<file path="src/rtl/hex_keypad_entry.sv">
// Hex keypad scanner with debounce and a 16-bit entry shift register.
// Columns are driven one at a time (active-low); rows are sampled through a
// two-flop synchronizer once per prescaler tick. A key is accepted after
// DEBOUNCE_CNT stable ticks, and must be released for DEBOUNCE_CNT ticks
// before scanning resumes. Accepted codes shift into the entry register.
module hex_keypad_entry #(
    parameter int unsigned CLK_DIV      = 50000,
    parameter int unsigned DEBOUNCE_CNT = 4
) (
    input  logic       clk_in,
    input  logic       reset,
    input  logic [3:0] rows,
    input  logic       clear,
    output logic [3:0] cols,
    output logic       key_valid,
    output logic [3:0] key_code,
    output logic [3:0] S_hi,
    output logic [3:0] S_lo,
    output logic [3:0] R_hi,
    output logic [3:0] R_lo
);

    typedef enum logic [1:0] {
        SCAN     = 2'd0,
        DEBOUNCE = 2'd1,
        HELD     = 2'd2,
        RELEASE  = 2'd3
    } state_t;

    localparam logic [15:0] DIV_LAST = 16'(CLK_DIV - 1);
    localparam logic [3:0]  DB       = 4'(DEBOUNCE_CNT);

    logic [3:0]  rs_meta;
    logic [3:0]  rs;
    logic [15:0] presc;
    logic        tick;

    state_t      state;
    state_t      state_nx;
    logic [3:0]  stb_cnt;
    logic [3:0]  stb_nx;
    logic [3:0]  stb_inc;
    logic [3:0]  cols_nx;
    logic [1:0]  col_idx;
    logic [1:0]  col_nx;
    logic [1:0]  row_lat;
    logic [1:0]  row_nx;
    logic        accept;

    logic        single;
    logic [1:0]  row_idx;
    logic        all_high;

    logic [15:0] entry;

    // Two-flop synchronizer for the asynchronous row inputs
    always_ff @(posedge clk_in) begin
        if (reset) begin
            rs_meta <= 4'hF;
            rs      <= 4'hF;
        end else begin
            rs_meta <= rows;
            rs      <= rs_meta;
        end
    end

    // Free-running prescaler producing one scan tick every CLK_DIV cycles
    always_ff @(posedge clk_in) begin
        if (reset) begin
            presc <= '0;
        end else if (tick) begin
            presc <= '0;
        end else begin
            presc <= presc + 16'd1;
        end
    end

    assign tick = (presc == DIV_LAST);

    // Classify the synchronized row pattern: exactly one low bit is a single key
    always_comb begin
        single   = 1'b0;
        row_idx  = 2'd0;
        all_high = (rs == 4'hF);
        case (rs)
            4'b1110: begin single = 1'b1; row_idx = 2'd0; end
            4'b1101: begin single = 1'b1; row_idx = 2'd1; end
            4'b1011: begin single = 1'b1; row_idx = 2'd2; end
            4'b0111: begin single = 1'b1; row_idx = 2'd3; end
            default: begin single = 1'b0; row_idx = 2'd0; end
        endcase
    end

    // Scan/debounce FSM next-state logic; everything advances only on a tick
    always_comb begin
        state_nx = state;
        stb_nx   = stb_cnt;
        cols_nx  = cols;
        col_nx   = col_idx;
        row_nx   = row_lat;
        accept   = 1'b0;
        stb_inc  = stb_cnt + 4'd1;
        if (tick) begin
            case (state)
                SCAN: begin
                    if (single) begin
                        row_nx = row_idx;
                        // A one-tick debounce accepts on the detecting tick itself
                        if (DB == 4'd1) begin
                            state_nx = HELD;
                            stb_nx   = '0;
                            accept   = 1'b1;
                        end else begin
                            state_nx = DEBOUNCE;
                            stb_nx   = 4'd1;
                        end
                    end else begin
                        cols_nx = {cols[2:0], cols[3]};
                        col_nx  = col_idx + 2'd1;
                    end
                end
                DEBOUNCE: begin
                    if (single && (row_idx == row_lat)) begin
                        if (stb_inc == DB) begin
                            state_nx = HELD;
                            stb_nx   = '0;
                            accept   = 1'b1;
                        end else begin
                            stb_nx = stb_inc;
                        end
                    end else begin
                        state_nx = SCAN;
                        stb_nx   = '0;
                    end
                end
                HELD: begin
                    if (all_high) begin
                        // The first released tick already counts toward release
                        if (DB == 4'd1) begin
                            state_nx = SCAN;
                            stb_nx   = '0;
                        end else begin
                            state_nx = RELEASE;
                            stb_nx   = 4'd1;
                        end
                    end
                end
                RELEASE: begin
                    if (all_high) begin
                        if (stb_inc == DB) begin
                            state_nx = SCAN;
                            stb_nx   = '0;
                        end else begin
                            stb_nx = stb_inc;
                        end
                    end else begin
                        state_nx = HELD;
                        stb_nx   = '0;
                    end
                end
                default: begin
                    state_nx = SCAN;
                    stb_nx   = '0;
                end
            endcase
        end
    end

    // FSM state, column drive and latched row/column registers
    always_ff @(posedge clk_in) begin
        if (reset) begin
            state   <= SCAN;
            stb_cnt <= '0;
            cols    <= 4'b1110;
            col_idx <= 2'd0;
            row_lat <= 2'd0;
        end else begin
            state   <= state_nx;
            stb_cnt <= stb_nx;
            cols    <= cols_nx;
            col_idx <= col_nx;
            row_lat <= row_nx;
        end
    end

    // Registered key strobe and code of the most recently accepted key
    always_ff @(posedge clk_in) begin
        if (reset) begin
            key_valid <= 1'b0;
            key_code  <= '0;
        end else begin
            key_valid <= accept;
            if (accept) begin
                key_code <= {row_nx, col_idx};
            end
        end
    end

    // Entry shift register; clear has priority over a coincident key
    always_ff @(posedge clk_in) begin
        if (reset) begin
            entry <= '0;
        end else if (clear) begin
            entry <= '0;
        end else if (key_valid) begin
            entry <= {entry[11:0], key_code};
        end
    end

    assign S_hi = entry[15:12];
    assign S_lo = entry[11:8];
    assign R_hi = entry[7:4];
    assign R_lo = entry[3:0];

endmodule

</file>
<file path="config.mk">
export PLATFORM = sky130hd
export DESIGN_NAME = hex_keypad_entry
export DESIGN_NICKNAME = d
export VERILOG_FILES = /design/src/rtl/hex_keypad_entry.sv
export SDC_FILE = /design/constraint.sdc
export NUM_CORES = 1
export LEC_CHECK = 0
export ABC_AREA = 0
export CAP_MARGIN = 20
export CORE_MARGIN = 3
export CORE_UTILIZATION = 60
export CTS_CLUSTER_SIZE = 8
export DETAILED_ROUTE_END_ITERATION = 10
export DONT_BUFFER_PORTS = 1
export PLACE_DENSITY_LB_ADDON = 0.08
export SETUP_SLACK_MARGIN = 0.2
export SKIP_LAST_GASP = 1
export SYNTH_ARGS = -nofsm -noshare
export SYNTH_HDL_FRONTEND = slang
export SYNTH_SLANG_ARGS = --single-unit
</file>
<file path="constraint.sdc">
create_clock -name clk_in -period 2.5 [get_ports clk_in]
set_clock_uncertainty 0.05 [all_clocks]
set_input_delay 0 -clock clk_in [delete_from_list [all_inputs] [get_ports clk_in]]
set_output_delay 0 -clock clk_in [all_outputs]
set_load 0.005 [all_outputs]
</file>
==> metrics.md, run 1 <==
| Metric | Value |
|---|---|
| Fin. max-slew vios | 0 |
| Grt ovf | 0 |
| GPL Wtd Cong | 0.854 |
| Core Region | 4140 um2 |
| First-pass GRT wire length | 8630 um |
| PortBufs | 0 |
| Vias in the first global route | 1872 |
| Final hold violation count | 0 |
| Hold Worst Slack | 0.144 ns |
| CP required | 2.71 ns |
| Setup_tns | 0 ns |
| WL/cell | 14.4 um |
| Status | finished clean |
| Asr flop ratio synth | 0% |
| Mapped Cells | 291 |
| RSZ-0062 raised after global routing | no |
| TritonRoute pass-1 iters | 4 |
| Fill count | 346 |
| Synth cell types | 46 |
| Layout net count | 305 |
| Critical path launch point type | flop |
| Worst Setup End Kind | flop |
| Final setup fails | 0 |
| CTS Buffer Depth | 2 |
| Fin crit period | 2.06 ns |
| Clock root buffer | clkbuf_8 |
| Part of the cycle the worst path needs | 82.3% |
| Post-synthesis sequential area ratio | 44.5% |
| Synth area leaders | dfxtp_1, nor2_1, mux2i_1 |
| Max Freq | 486 MHz |
| Max_cap viols | 0 |
| HPWL after DPL | 3370 um |
| Overall Global Routing Usage | 20.8% |
| Post-CTS Setup Inserts | 0 |
| Diodes inserted | 0 |
| Cell area after synthesis | 2660 um2 |
| Ports | 32 |
| Worst Path Arrival | 2.27 ns |
| Initial Utilization | 64.1% |
| Layout cells sized above 1 | 13.7% |
| Leak | 0.00102 uW |
| Number of synthesized flops with an enable pin | 0 |
| Htree depth | 3 |
| Core Rows | 23 |
| Drt via density | 5.73 |
| CTS tree | built |
| Largest area contributor in the netlist | dfxtp_1 |
| Total power | 1820 uW |
| Die area | 5260 um2 |
| Syn Area/Cell | 9.12 um2 |
| Power density cells | 627 nW/um2 |
| Yosys reg bits | 59 |
| Critical setup path kind | flop to flop |
| Final Cell Area | 2910 um2 |
| Max-slew headroom | 33.4% |
| Clk pin slew, worst setup/hold paths | 0.07 ns |
| Synth warn | 0 |
| Syn-to-layout area delta | 9.52% |
| Post-synth top area share | 44.5% |
| Vias | 2005 |
| Drt total wl | 5030 um |
| Initial antenna violation count | 0 |
| Drt first-iter violations | 150 |
| Placed Area | 2660 um2 |
| Post-Syn Nets | 301 |
| Peak VDD IR | 0.000405 V |
| Hold WC Path Type | input pin to flop |
| Largest net degree at the start of global routing | 30 |
| Clock Sinks | 59 |
| CP max FO | 13 |
| Die X | 72.5 um |
| ANT nets after route | 0 |
| Num CTS Buffers | 9 |
| Worst-margin pin slew | 0.996 ns |
| Worst-Skew Late Latency | 0.34 ns |
| Predominant post-synthesis flop cell | dfxtp_1 |
| Drt drc | 0 |
| Die Ht | 72.5 um |
-- synthesized netlist by cell type, types with 6 or more instances --
| cell | instances |
|---|---|
| xor2_1 | 7 |
| inv_1 | 10 |
| and3_1 | 6 |
| or2_2 | 10 |
| nand4_1 | 8 |
| nand3_1 | 12 |
| o21ai_0 | 8 |
| nor2_1 | 50 |
| mux2i_1 | 17 |
| a21oi_1 | 12 |
| clkbuf_1 | 7 |
| nand2_1 | 8 |
| buf_2 | 6 |
| dfxtp_1 | 59 |
| xnor2_1 | 10 |
-- critical path: stages (launching register included) --
cell	delay (ns)
dfxtp_1	0.59
xor2_1	0.35
a41oi_1	0.24
a31oi_2	0.41
o221ai_1	0.21
a21oi_1	0.14
-- sequential cells by signal (all words and copies together) (netlist names), 4 cells and up --
register  cells
cols          4
rs            4
entry        16
stb_cnt       4
key_code      4
presc        16
rs_meta       4
-- final timing paths --
check             startpoint          to  slack, ns  cells past startpoint
setup / recovery       rs[2]  stb_cnt[3]       0.44                      5
hold / removal         reset    presc[1]       0.14                      2
setup reg to reg       rs[2]  stb_cnt[3]       0.44                      5
hold reg to reg   rs_meta[1]       rs[1]       0.36                      1
-- power breakdown --
group	leakage, uW	internal [uW]	switching (uW)
registers	0.000478	950	14.0
logic	0.000455	26.2	35.0
clock network	0.0000884	375	423
-- per-stage QoR --
step                      setup WS (ns)  utilization, %  std cells
final                             0.443            70.2        350
after global routing              0.203            70.2        350
after CTS                         0.355            70.1        350
after detailed placement          0.393            64.2        328
after global placement            0.475            64.2        328
after floorplan                   0.659               -        291
-- metal layers --
layer | vias up | global-route usage [%] | wire length [um] | share of wire (%)
met1 | 906 | 27.6 | 2370 | 47
met3 | 9 | 5.40 | 291 | 5.8
met5 | - | 0 | 0 | 0
met4 | 0 | 9.22 | 89 | 1.8
li1 | 1037 | - | - | -
met2 | 53 | 31.9 | 2280 | 45
-- final cells by class --
class	instances	area (um2)	share of cell area [%]
clock inverters	7	61.3	2.11
repair buffers	8	75.1	2.58
well taps	50	62.6	2.15
multi-input cells	207	1370	47.0
flip-flops and latches	59	1180	40.6
clock buffers	9	124	4.26
inverters	10	37.5	1.29
-- cell families (layout without fill, tap and decap cells) --
group	count (synthesis)	count (layout)	synth area share, %
and+or+nand+nor	120	120	24.0
DFF	59	59	44.5
AOI/OAI and AO/OA	50	50	13.9
buffers and inverters	25	34	4.10
xor gates and xnor gates	17	17	5.61
muxes	17	17	6.41
adders and majority gates	3	3	1.41
-- cell usage in the layout, fill, tap and decap left out, types with 2 or more instances in the layout --
cell           netlist  final
dfxtp_1             59     59
nor2_1              50     50
mux2i_1             17     17
nand3_1             12     12
a21oi_1             12     12
or2_2               10     10
xnor2_1             10     10
inv_1               10     10
clkbuf_8             0      9
nand4_1              8      8
nand2_1              8      8
o21ai_0              8      8
xor2_1               7      7
and3_1               6      6
dlygate4sd3_1        0      6
nor3_1               5      5
a211oi_1             5      5
a41oi_1              4      4
and3b_1              3      3
and2_1               3      3
a211o_2              3      3
a31o_2               3      3
o221ai_1             3      3
o211ai_1             3      3
ha_1                 3      3
and4bb_2             2      2
nand3b_1             2      2
a31oi_1              2      2
nor2b_1              2      2
clkinv_4             0      2
clkinvlp_4           0      2
inv_6                0      2
buf_4                0      2
-- repair_timing --
item	CTS	global route
resized for setup	0	1
hold endpoints to repair	38	0
setup endpoints to repair	0	2
hold buffers	6	0
Note: power is estimated with default switching activity, not from simulation.
==> run 2, diff against run 1 <==
Settings changed: CORE_UTILIZATION 60 to 56.
Clock period 2.5 ns to 1.8 ns, I/O delays scaled along.
==> run 2 against run 1 <==
- the flow now finishes with violations (negative hold slack)
- combinational power increased by 110%
- sequential share of layout area is 5.9 points lower
- flip-flop and latch count stayed put
- die area rose by 6.5%
- register-to-register slack worse by 0.36 ns
- count of clock-buffer cells in the layout is 2 higher
- final cell count up 12%
- wire length increased by 15%
- power is 51% higher
- non-clock buffer count up 41
- sequential power is 38% higher
==> metrics.md, run 2 (synthesized netlist as in run 1, its figures left out) <==
| Metric | Value |
|---|---|
| Clock Sinks | 59 (unchanged) |
| GPL Wtd Cong | 0.823 (-3.7%) |
| Most frequent cells in the layout | nor2_1, dfxtp_1, buf_4, mux2i_1, dlygate4sd3_1 |
| Sw power | 586 uW (+24%) |
| Drt drc | 0 (unchanged) |
| PortBufs | 0 (unchanged) |
| Internal | 2170 uW (+60%) |
| Core Region | 4470 um2 (+8.0%) |
| Drt first-iter violations | 137 (-8.7%) |
| Hold Worst Slack | -0.322 ns (-0.466 ns) |
| Htree depth | 3 (unchanged) |
| Worst Path Arrival | 1.94 ns (-0.33 ns) |
| Ports | 32 (unchanged) |
| Die area | 5600 um2 (+6.5%) |
| First-pass GRT wire length | 9200 um (+6.6%) |
| Setup WS pre-CTS | 0.0215 ns (-0.372 ns) |
| Setup_tns | 0 ns (unchanged) |
| Leak | 0.00125 uW (+22%) |
| Status | finished, violations left |
| Worst-Skew Late Latency | 0.34 ns (about the same) |
| Die Ht | 74.9 um (+3.2%) |
| Max Freq | 582 MHz (+20%) |
| Max_cap viols | 0 (unchanged) |
| Final worst slack | 0.0826 ns (-0.361 ns) |
| Largest net degree at the start of global routing | 31 (+3.3%) |
| Drt total wl | 5770 um (+15%) |
| TritonRoute pass-1 iters | 4 (unchanged) |
| Worst-margin pin slew | 0.319 ns (-0.677 ns) |
| Critical path launch point type | flop |
| Max-slew headroom | 78.7% (+45 points) |
| Worst Reg-to-Reg Cells | 6 (+1) |
| Num CTS Buffers | 9 (unchanged) |
| Layout net count | 346 (+13%) |
| Grt ovf | 0 (unchanged) |
| Layout cells sized above 1 | 31.7% (+18 points) |
| Power density cells | 796 nW/um2 (+27%) |
| Clock share of power | 46.7% (+2.9 points) |
| Final hold violation count | 33 (+33) |
| Fin. max-slew vios | 0 (unchanged) |
| Syn-to-layout area delta | 30.2% |
| Fill count | 323 (-6.6%) |
| Overall Global Routing Usage | 22.0% (+1.1 points) |
| Clock root buffer | clkbuf_8 |
| ANT nets after route | 0 (unchanged) |
| HPWL after DPL | 3770 um (+12%) |
| Final setup fails | 0 (unchanged) |
| RSZ-0062 raised after global routing | yes |
| Diodes inserted | 0 (unchanged) |
| Number of cells on the worst hold path | 1 (-1) |
| Worst R2R Setup Slack | 0.08 ns (-0.36 ns) |
| Vias in the first global route | 2021 (+8.0%) |
| Biggest regs | entry x16, presc x16 |
| Clk pin slew, worst setup/hold paths | 0.07 ns (about the same) |
| Part of the cycle the worst path needs | 95.4% (+13 points) |
| Sequential fraction of design power | 48.5% (-4.4 points) |
| Peak VDD IR | 0.000651 V (+61%) |
| Die X | 74.9 um (+3.2%) |
| Drt via density | 5.65 (-1.4%) |
| WL/cell | 14.7 um (+2.2%) |
| Fin crit period | 1.72 ns (-0.339 ns) |
| Combinational share of power | 4.8% (+1.4 points) |
| Core Rows | 24 (+4.3%) |
| Hold WC Path Type | input pin to flop |
| CTS Buffer Depth | 2 (unchanged) |
| Failing checks | negative hold slack |
| Initial antenna violation count | 0 (unchanged) |
| Vias | 2219 (+11%) |
| CP required | 2.03 ns (-0.68 ns) |
| Switching portion of total power | 21.3% (-4.6 points) |
| Critical setup path kind | flop to flop |
| Cts-stage hold buffer count | 13 (+7) |
| Initial Utilization | 59.3% (-4.7 points) |
| Worst Setup End Kind | flop |
| CTS tree | built |
| CP max FO | 8 (-5) |
[run 2: worst paths after layout]
path              startpoint          end
hold / removal         reset   stb_cnt[1]
setup / recovery    presc[7]   col_idx[1]
hold reg to reg   col_idx[1]  key_code[1]
setup reg to reg    presc[7]   col_idx[1]
[run 2: repair_timing]
item                                    in CTS  in global routing
pin swaps                                    6                  9
setup buffers                                1                  1
resized for setup                           24                 20
gates cloned                                 1                  0
endpoints found under the setup margin      28                 20
endpoints found under the hold margin       43                 34
[run 2: layer usage]
metal / up-vias / global-route usage, % / share of wire [%]
met5: - / 0 / 0
met1: 1041 / 27.8 / 45
met2: 48 / 33.9 / 49
met3: 10 / 6.01 / 4.1
met4: 0 / 11.9 / 1.8
li1: 1120 / - / -
[run 2: worst max-delay path: stages (launching register included)]
cell      delay [ns]
dfxtp_2         0.33
nor4b_4         0.31
and4_4          0.29
buf_6           0.13
o211ai_4        0.11
or3_1           0.32
a21oi_1         0.12
[run 2: per-stage QoR]
stage | hold WS [ns] | utilization (%) | instances | cell area [um2] | total power (uW)
2_1_floorplan | 0.0538 | - | 291 | 2690 | 1440
3_3_place_gp | 0.0267 | 65.7 | 361 | 2940 | 1460
3_5_place_dp | 0.0297 | 65.7 | 361 | 2940 | 1470
4_1_cts | -0.343 | 75.4 | 392 | 3370 | 2780
5_1_grt | -0.344 | 77.3 | 393 | 3460 | 2850
6_report | -0.322 | 77.3 | 393 | 3460 | 2750
[run 2: layout make-up]
class	instances	area [um2]	area share, %
flip-flops and latches	59	1200	34.7
multi-input cells	207	1530	44.1
well taps	52	65.1	1.88
clock inverters	5	77.6	2.24
inverters	10	37.5	1.09
clock buffers	11	131	3.80
repair buffers	49	422	12.2
[run 2: power by group through the flow]
stage               combinational [uW]  sequential (uW)  clock, uW
CTS                                129             1340       1310
global placement                   102             1360          0
detailed placement                 103             1360          0
global route                       145             1340       1370
finish                             131             1330       1290
floorplan                         77.8             1360          0
==> run 3, diff against run 2 <==
Settings changed: SETUP_SLACK_MARGIN 0.2 to unset.
==> run 3 against run 2 <==
- the run still ends with negative hold slack left
- via count fell by 0.14%
- non-clock buffer count up 3
- register-to-register slack worse by 0.02 ns
- critical path type unchanged
- maximum frequency decreased by 0.89%
==> metrics.md, run 3 (synthesized netlist as in run 1, its figures left out) <==
| Metric | Value |
|---|---|
| Status | finished, violations left |
| Failing checks | negative hold slack |
| Post-CTS Setup Inserts | 0 (-1) |
| WL/cell | 14.7 um (+0.27%) |
| Max_cap viols | 0 (unchanged) |
| Clock Sinks | 59 (unchanged) |
| Final Non-Filler Cells | 395 (+0.51%) |
| Hold Worst Slack | -0.330 ns (-0.00779 ns) |
| Power density cells | 787 nW/um2 (-1.2%) |
| CP max FO | 9 (+1) |
| Diodes inserted | 0 (unchanged) |
| Ports | 32 (unchanged) |
| Part of the cycle the worst path needs | 96.3% (+0.86 points) |
| Htree depth | 3 (unchanged) |
| PortBufs | 0 (unchanged) |
| Max Freq | 577 MHz (-0.89%) |
| Worst-margin pin slew | 0.346 ns (+0.0271 ns) |
| Drt drc | 0 (unchanged) |
| Clock root buffer | clkbuf_8 |
| CP required | 2.02 ns (about the same) |
| First-pass GRT wire length | 9200 um (about the same) |
| Cts-stage hold buffer count | 14 (+1) |
| Drt via density | 5.61 (-0.64%) |
| Hold WC Path Type | input pin to flop |
| Die Ht | 74.9 um (unchanged) |
| Largest net degree at the start of global routing | 31 (unchanged) |
| Placed insts | 366 (+1.4%) |
| Layout net count | 349 (+0.87%) |
| Most frequent cells in the layout | dfxtp_1, nor2_1, buf_4, mux2i_1, dlygate4sd3_1 |
| Clk pin slew, worst setup/hold paths | 0.07 ns (about the same) |
| Vias | 2216 (-0.14%) |
| Core Rows | 24 (unchanged) |
| Critical setup path kind | flop to flop |
| TritonRoute pass-1 iters | 4 (unchanged) |
| Total power | 2650 uW (-3.8%) |
| Biggest regs | entry x16, presc x16 |
| Fin crit period | 1.73 ns (+0.0155 ns) |
| Fin. max-slew vios | 0 (unchanged) |
| Vias in the first global route | 2115 (+4.7%) |
| CTS Buffer Depth | 2 (unchanged) |
| Die area | 5600 um2 (unchanged) |
| Peak VDD IR | 0.000670 V (+3.0%) |
| Max-slew headroom | 76.6% (-2.1 points) |
| Drt total wl | 5820 um (+0.78%) |
| HPWL after DPL | 3820 um (+1.1%) |
| Final hold violation count | 19 (-42%) |
| ANT nets after route | 0 (unchanged) |
| Leak | 0.00125 uW (+0.18%) |
| Initial Utilization | 59.3% (unchanged) |
| Critical path launch point type | flop |
| Initial antenna violation count | 0 (unchanged) |
| Die X | 74.9 um (unchanged) |
| Worst Path Arrival | 1.96 ns (+0.02 ns) |
| Worst Setup End Kind | flop |
| Final setup fails | 0 (unchanged) |
| Core Region | 4470 um2 (unchanged) |
| Layout cells sized above 1 | 27.4% (-4.3 points) |
| Worst-Skew Late Latency | 0.34 ns (about the same) |
| Num CTS Buffers | 9 (unchanged) |
| CTS tree | built |
| GPL Wtd Cong | 0.921 (+12%) |
| Overall Global Routing Usage | 22.0% (+0.028 points) |
| Drt first-iter violations | 68 (-50%) |
| Most common cell after layout, fill and taps aside | dfxtp_1 |
| Syn-to-layout area delta | 26.8% |
| Grt ovf | 0 (unchanged) |
| RSZ-0062 raised after global routing | yes |
## run 3: report_power, final
part           internal, uW  switching [uW]
clock                   663             515
combinational          72.1            61.9
sequential             1320            13.2
total                  2060             590
## run 3: worst max-delay path: stages, from the launching register on
cell	delay, ns
dfxtp_2	0.36
ha_4	0.14
and3_1	0.17
and4_1	0.19
buf_6	0.14
o211ai_4	0.11
or3_1	0.36
a21oi_1	0.15
## run 3: stage by stage
stage,worst slack [ns],utilization [%],setup TNS [ns],cell area (um2),hold slack [ns]
final,0.0671,75.2,0,3370,-0.330
after global routing,-0.0321,75.2,-0.0781,3370,-0.352
after CTS,-0.00587,73.5,-0.00587,3290,-0.336
after detailed placement,0.0275,65.9,0,2950,0.0258
after global placement,0.0569,65.9,0,2950,0.0283
after floorplan,0.0142,-,0,2670,0.0538
## run 3: final cells by class
| class | count | area [um2] |
|---|---|---|
| Clock buffer | 10 | 138 |
| Clock inverter | 5 | 53.8 |
| Fill cell | 327 | 1110 |
| Inverter | 10 | 37.5 |
| Multi-Input combinational cell | 207 | 1450 |
| Sequential cell | 59 | 1190 |
| Tap cell | 52 | 65.1 |
| Timing Repair Buffer | 52 | 433 |
## run 3: routing by layer
metal | wire length [um] | vias to the layer above | GRT usage (%)
met3 | 271 | 11 | 9.61
met2 | 2950 | 48 | 37.8
met1 | 2510 | 1031 | 23.4
met4 | 84 | 0 | 9.29
li1 | - | 1126 | -
met5 | 0 | - | 0
## run 3: path summary, 6_finish.rpt
path,startpoint,cells after the start,slack (ns),to
worst max register to register,presc[1],7,0.07,col_idx[1]
worst min-delay path,reset,1,-0.33,stb_cnt[0]
worst max-delay path,presc[1],7,0.07,col_idx[1]
worst min register to register,col_idx[0],2,0.43,key_code[0]
## run 3: repair_timing
action | in CTS | in global routing
endpoints found under the setup margin | 2 | 15
pin swaps | 1 | 3
hold endpoints to repair | 47 | 20
gates resized for setup | 1 | 20
